`config.mk`:
```
export PLATFORM = sky130hd
export DESIGN_NAME = key_led_driver
export DESIGN_NICKNAME = d
export VERILOG_FILES = /design/src/rtl/key_led_driver.sv
export SDC_FILE = /design/constraint.sdc
export NUM_CORES = 1
export LEC_CHECK = 0
export CAP_MARGIN = 20
export CORE_ASPECT_RATIO = 1.2
export CORE_MARGIN = 1.5
export CORE_UTILIZATION = 45
export CTS_BUF_LIST = sky130_fd_sc_hd__clkbuf_8
export DETAILED_ROUTE_END_ITERATION = 12
export GPL_TIMING_DRIVEN = 0
export PLACE_DENSITY = 0.69
export SLEW_MARGIN = 25
export SYNTH_ARGS = -nofsm -noshare
export SYNTH_HDL_FRONTEND = slang
export SYNTH_SLANG_ARGS = --single-unit
```
`constraint.sdc`:
```
create_clock -name CLOCK_50 -period 15.5 [get_ports CLOCK_50]
set_input_delay 3.1 -clock CLOCK_50 [delete_from_list [all_inputs] [get_ports CLOCK_50]]
set_output_delay 3.1 -clock CLOCK_50 [all_outputs]
set_load 0.01 [all_outputs]
```
`src/rtl/key_led_driver.sv`:
```
// key_led_driver: per-key sync, debounce, note pulses, LED release tail and lowest-index active encoder
// Define LED_BLINK_EN to blink the LED from hold_cnt[BLINK_SHIFT] during the release tail.
module key_led_driver #(
  parameter int NUM_KEYS = 7,
  parameter int DEBOUNCE_CYCLES = 250000,
  parameter int HOLD_CYCLES = 12500000,
  parameter int BLINK_SHIFT = 21,
  localparam int IW = NUM_KEYS > 1 ? $clog2(NUM_KEYS) : 1
) (
  input  logic                CLOCK_50,
  input  logic                reset,
  input  logic [NUM_KEYS-1:0] switches,
  output logic [NUM_KEYS-1:0] leds,
  output logic [NUM_KEYS-1:0] key_state,
  output logic [NUM_KEYS-1:0] note_on,
  output logic [NUM_KEYS-1:0] note_off,
  output logic                active_valid,
  output logic [IW-1:0]       active_idx
);
  localparam int DW = $clog2(DEBOUNCE_CYCLES + 1) < 1 ? 1 : $clog2(DEBOUNCE_CYCLES + 1);
  localparam int HW = $clog2(HOLD_CYCLES + 1) < 1 ? 1 : $clog2(HOLD_CYCLES + 1);
`ifdef LED_BLINK_EN
  localparam bit SOLID = 1'b0;
`else
  localparam bit SOLID = 1'b1;
`endif
  typedef enum logic [1:0] {IDLE, ON, HOLD} state_t;
  logic [NUM_KEYS-1:0] s1, s2;
  always_ff @(posedge CLOCK_50 or posedge reset)
    if (reset) begin
      s1 <= '0;
      s2 <= '0;
    end else begin
      s1 <= switches;
      s2 <= s1;
    end
  for (genvar g = 0; g < NUM_KEYS; g++) begin : ch
    state_t st;
    logic [DW-1:0] dc;
    logic [HW-1:0] hc, hn;
    logic ks, non, noff, led, flip, hold_led;
    assign flip = (s2[g] != ks) && (dc == DW'(DEBOUNCE_CYCLES - 1));
    // next hold count: reload on ON exit, otherwise the decremented value
    assign hn = (st == ON) ? HW'(HOLD_CYCLES - 1) : hc - 1'b1;
    assign hold_led = SOLID | 1'(hn >> BLINK_SHIFT);
    always_ff @(posedge CLOCK_50 or posedge reset)
      if (reset) begin
        st <= IDLE;
        dc <= '0;
        hc <= '0;
        ks <= 1'b0;
        non <= 1'b0;
        noff <= 1'b0;
        led <= 1'b0;
      end else begin
        dc <= (s2[g] == ks || flip) ? '0 : dc + 1'b1;
        ks <= ks ^ flip;
        non <= flip & ~ks;
        noff <= flip & ks;
        case (st)
          IDLE: if (non) begin
            st <= ON;
            led <= 1'b1;
          end
          ON: if (noff) begin
            st <= (HOLD_CYCLES == 0) ? IDLE : HOLD;
            hc <= hn;
            led <= (HOLD_CYCLES != 0) && hold_led;
          end
          HOLD: if (non) begin
            st <= ON;
            led <= 1'b1;
          end else if (hc == '0) begin
            st <= IDLE;
            led <= 1'b0;
          end else begin
            hc <= hn;
            led <= hold_led;
          end
          default: begin
            st <= IDLE;
            led <= 1'b0;
          end
        endcase
      end
    assign key_state[g] = ks;
    assign note_on[g] = non;
    assign note_off[g] = noff;
    assign leds[g] = led;
  end
  assign active_valid = |key_state;
  always_comb begin
    active_idx = '0;
    for (int i = NUM_KEYS - 1; i >= 0; i--)
      if (key_state[i]) active_idx = IW'(i);
  end
endmodule

```
==> impl_metrics.ini <==
[grt]
overflow = 0
antenna_found_initial = 0
grt_usage_pct = 18.0
grt_pass1_vias = 12886
grt_pass1_wl_mm = 60.3
grt_max_degree = 104

[die]
die_y_um = 218
design.core.area_um2 = 38000
die_area_um2 = 39800
initial_core_util_pct = 45.8
pin_count = 41
rows = 78
die_x_um = 182

[synth]
synthArstFlopShare_pct = 100
syn_area_um2 = 17400
synth-seq-area-share_pct = 50.4
synth_cell_types = 65
synth-main-ff-cell = dfrtp_1
syn-num-nets = 1772
postSynthCellCount = 1747
ys_seq_elements = 350
synth_area_per_cell_um2 = 9.95
yosys_warnings = 0
synth-edff-count = 0

[routing]
drc = 0
routed_wl_mm = 34.2
vias = 13011
drtAntennaViolNets = 0
drt_iter0_markers = 664
first_pass_iters = 5
vias_per_cell = 5.49
avgRoutedWirePerCell_um = 14.4

[sta]
skew_ns = 0.0107
finalCritPeriodShare_pct = 34.6
finalCriticalPeriod_ns = 5.36
max_freq_ghz = 0.187
drv_slew = 0
setup_tns_ns = 0
slew_headroom_pct = 36.1
worst_pin_slew_ns = 0.951
setup_viol = 0
rsz0062_at_grt = false
fin_ws_ns = 10.14
timing_hold_violations_final = 0

[setup_path]
r2r-end = ch[5].hc[10]$_DFFE_PP0P_
worstPathArrival_ns = 2.26
worstPathRequired_ns = 12.40
crit_fanout = 8
worst-setup-path-type = register to output pin
critical_path.max_stage_delay_ns = 0.54
end_kind = output pin
cpLargestDelayFamily = simple AND/OR/NAND/NOR gates
r2r_cells = 8
path_cells = nor4_1 -> nor2b_1 -> clkdlybuf4s50_1
reg2reg_slack_ns = 12.72
crit_buf_inv = 1
slowest_stage = clkdlybuf4s50_1
reg2reg_from = ch[5].hc[0]$_DFFE_PP0P_
start_kind = register

[power]
vdd_ir_drop_max_mv = 0.0604
powerDensity_nw_per_um2 = 89.8
p_leak_nw = 9.06

[clock_tree]
cts_hold_buf = 0
cts_buffer_depth = 3
cts_setup_buffers = 0
cts_tree = yes
clkSlewWorstSetupHoldPaths_ns = 0.06
cts_made_buffers = 57
cts_root_buffer = clkbuf_8
clkLatencyLatePin_ns = 0.63
cts_resized = 0
cts_sinks = 350
htree_num_levels = 2

[final_layout]
fillers = 3397
mostFrequentLayoutCells = dfrtp_1, nor2_1, nand2_1, xor2_1, xnor2_1
final_common_cell = dfrtp_1
multiInputGateArea_um2 = 8110
layout-drive-gt1-share_pct = 9.20
num_antenna_cells = 0
seq_area_um2 = 8760
area_growth_pct = 12.8
nets = 1874

[min_path]
min_path_type = register to register
hold_end = s2[3]$_DFF_PP0_
min_from = s1[3]$_DFF_PP0_
hold_depth = 0

[place]
place_congestion = 0.803
portBuffers = 40
dp_hpwl_mm = 23.2
place_ws_ns = 10.79

[job]
maxCapViolations = 0

[status]
status = completed
## per-stage QoR
step / hold slack [ns] / instance area, um2 / cells / utilization [%] / total power, W
floorplan: 0.331 / 17400 / 1747 / - / 0.000965
global placement: 0.332 / 18400 / 2267 / 48.4 / 0.000976
detailed placement: 0.338 / 18500 / 2270 / 48.7 / 0.000979
CTS: 0.351 / 19600 / 2371 / 51.6 / 0.00179
global route: 0.365 / 19600 / 2371 / 51.6 / 0.00184
finish: 0.349 / 19600 / 2371 / 51.6 / 0.00176
## logic make-up after synthesis
kind of cell / after synthesis / synth area share (%)
and+or+nand+nor: 845 / 26.1
xor gates and xnor gates: 190 / 9.58
buffers and inverters: 106 / 2.96
adders and majority gates: 16 / 1.15
DFF: 350 / 50.4
AOI/OAI and AO/OA: 216 / 8.36
muxes: 24 / 1.45
## power by group
| part | total (W) | internal, W | switching [W] |
|---|---|---|---|
| logic | 0.0000349 | 0.00000912 | 0.0000258 |
| clock network | 0.000798 | 0.000429 | 0.000369 |
| registers | 0.000926 | 0.000920 | 0.00000574 |
## layout make-up
class | count | area share (%)
sequential | 350 | 44.7
multi-input combinational | 1291 | 41.4
clock buffer | 68 | 4.77
tap | 480 | 3.06
timing repair buffer | 43 | 2.46
buffer | 74 | 2.01
clock inverter | 33 | 0.989
inverter | 32 | 0.651
## sequential cells by signal (all words and copies together) (netlist names), named ones only
register and cells:
ch.dc 126, s1 7, ch.noff 7, ch.led 7, ch.non 7, ch.st 14
s2 7, ch.hc 168
## metal layers
layer,up-vias,track usage (%),wire length (um)
met1,6302,23.6,16200
met5,-,0,0
met2,182,29.8,16200
met3,49,3.15,1170
met4,0,6.80,710
li1,6478,-,-
## worst max-delay path by stage
stage / endpoint / cells after the start
finish: active_idx[2] / 3
global route: active_idx[2] / 3
CTS: active_idx[2] / 3
detailed placement: active_idx[2] / 3
global placement: ch[5].hc[14]$_DFFE_PP0P_ / 2
floorplan: async pin / 1
## Yosys cell counts, types with 4 or more instances
cell type	number	area, um2
nand4_1	44	275
buf_4	28	210
inv_1	32	120
or2_2	15	93.8
nor3b_1	24	180
nand3b_1	10	75.1
nor4_1	41	257
o211ai_1	11	82.6
clkbuf_1	39	146
or3b_2	5	43.8
dfrtp_1	350	8760
nor2b_1	8	50.1
and3_1	31	194
nand2b_1	13	81.3
nand4b_1	5	43.8
or3_1	26	163
and4_1	27	236
ha_1	16	200
a2111oi_0	7	61.3
o21ai_0	29	145
o22ai_1	11	68.8
a31oi_1	24	150
o31ai_1	20	150
a2111oi_2	4	60.1
mux2_2	9	101
a211oi_1	34	255
nor3_1	64	320
xnor2_1	94	823
a31o_2	4	35.0
and2_1	12	75.1
a21oi_1	55	275
o2111ai_1	4	35.0
nand3_1	82	410
nor2_1	241	905
xor2_1	96	841
or4_1	42	315
nor4b_1	11	96.3
nor4_2	4	50.1
mux2i_1	15	150
nand2_1	120	450
## worst register-to-register path, cell delays in order, from the launching register on
cell and delay (ns):
dfrtp_1 0.42, inv_1 0.07, ha_1 0.22, or4b_2 0.63, nor4_2 0.48, clkbuf_1 0.40, a211oi_1 0.18, xnor2_1 0.16
nand2_1 0.07
Power figures use the tool's default switching activity.
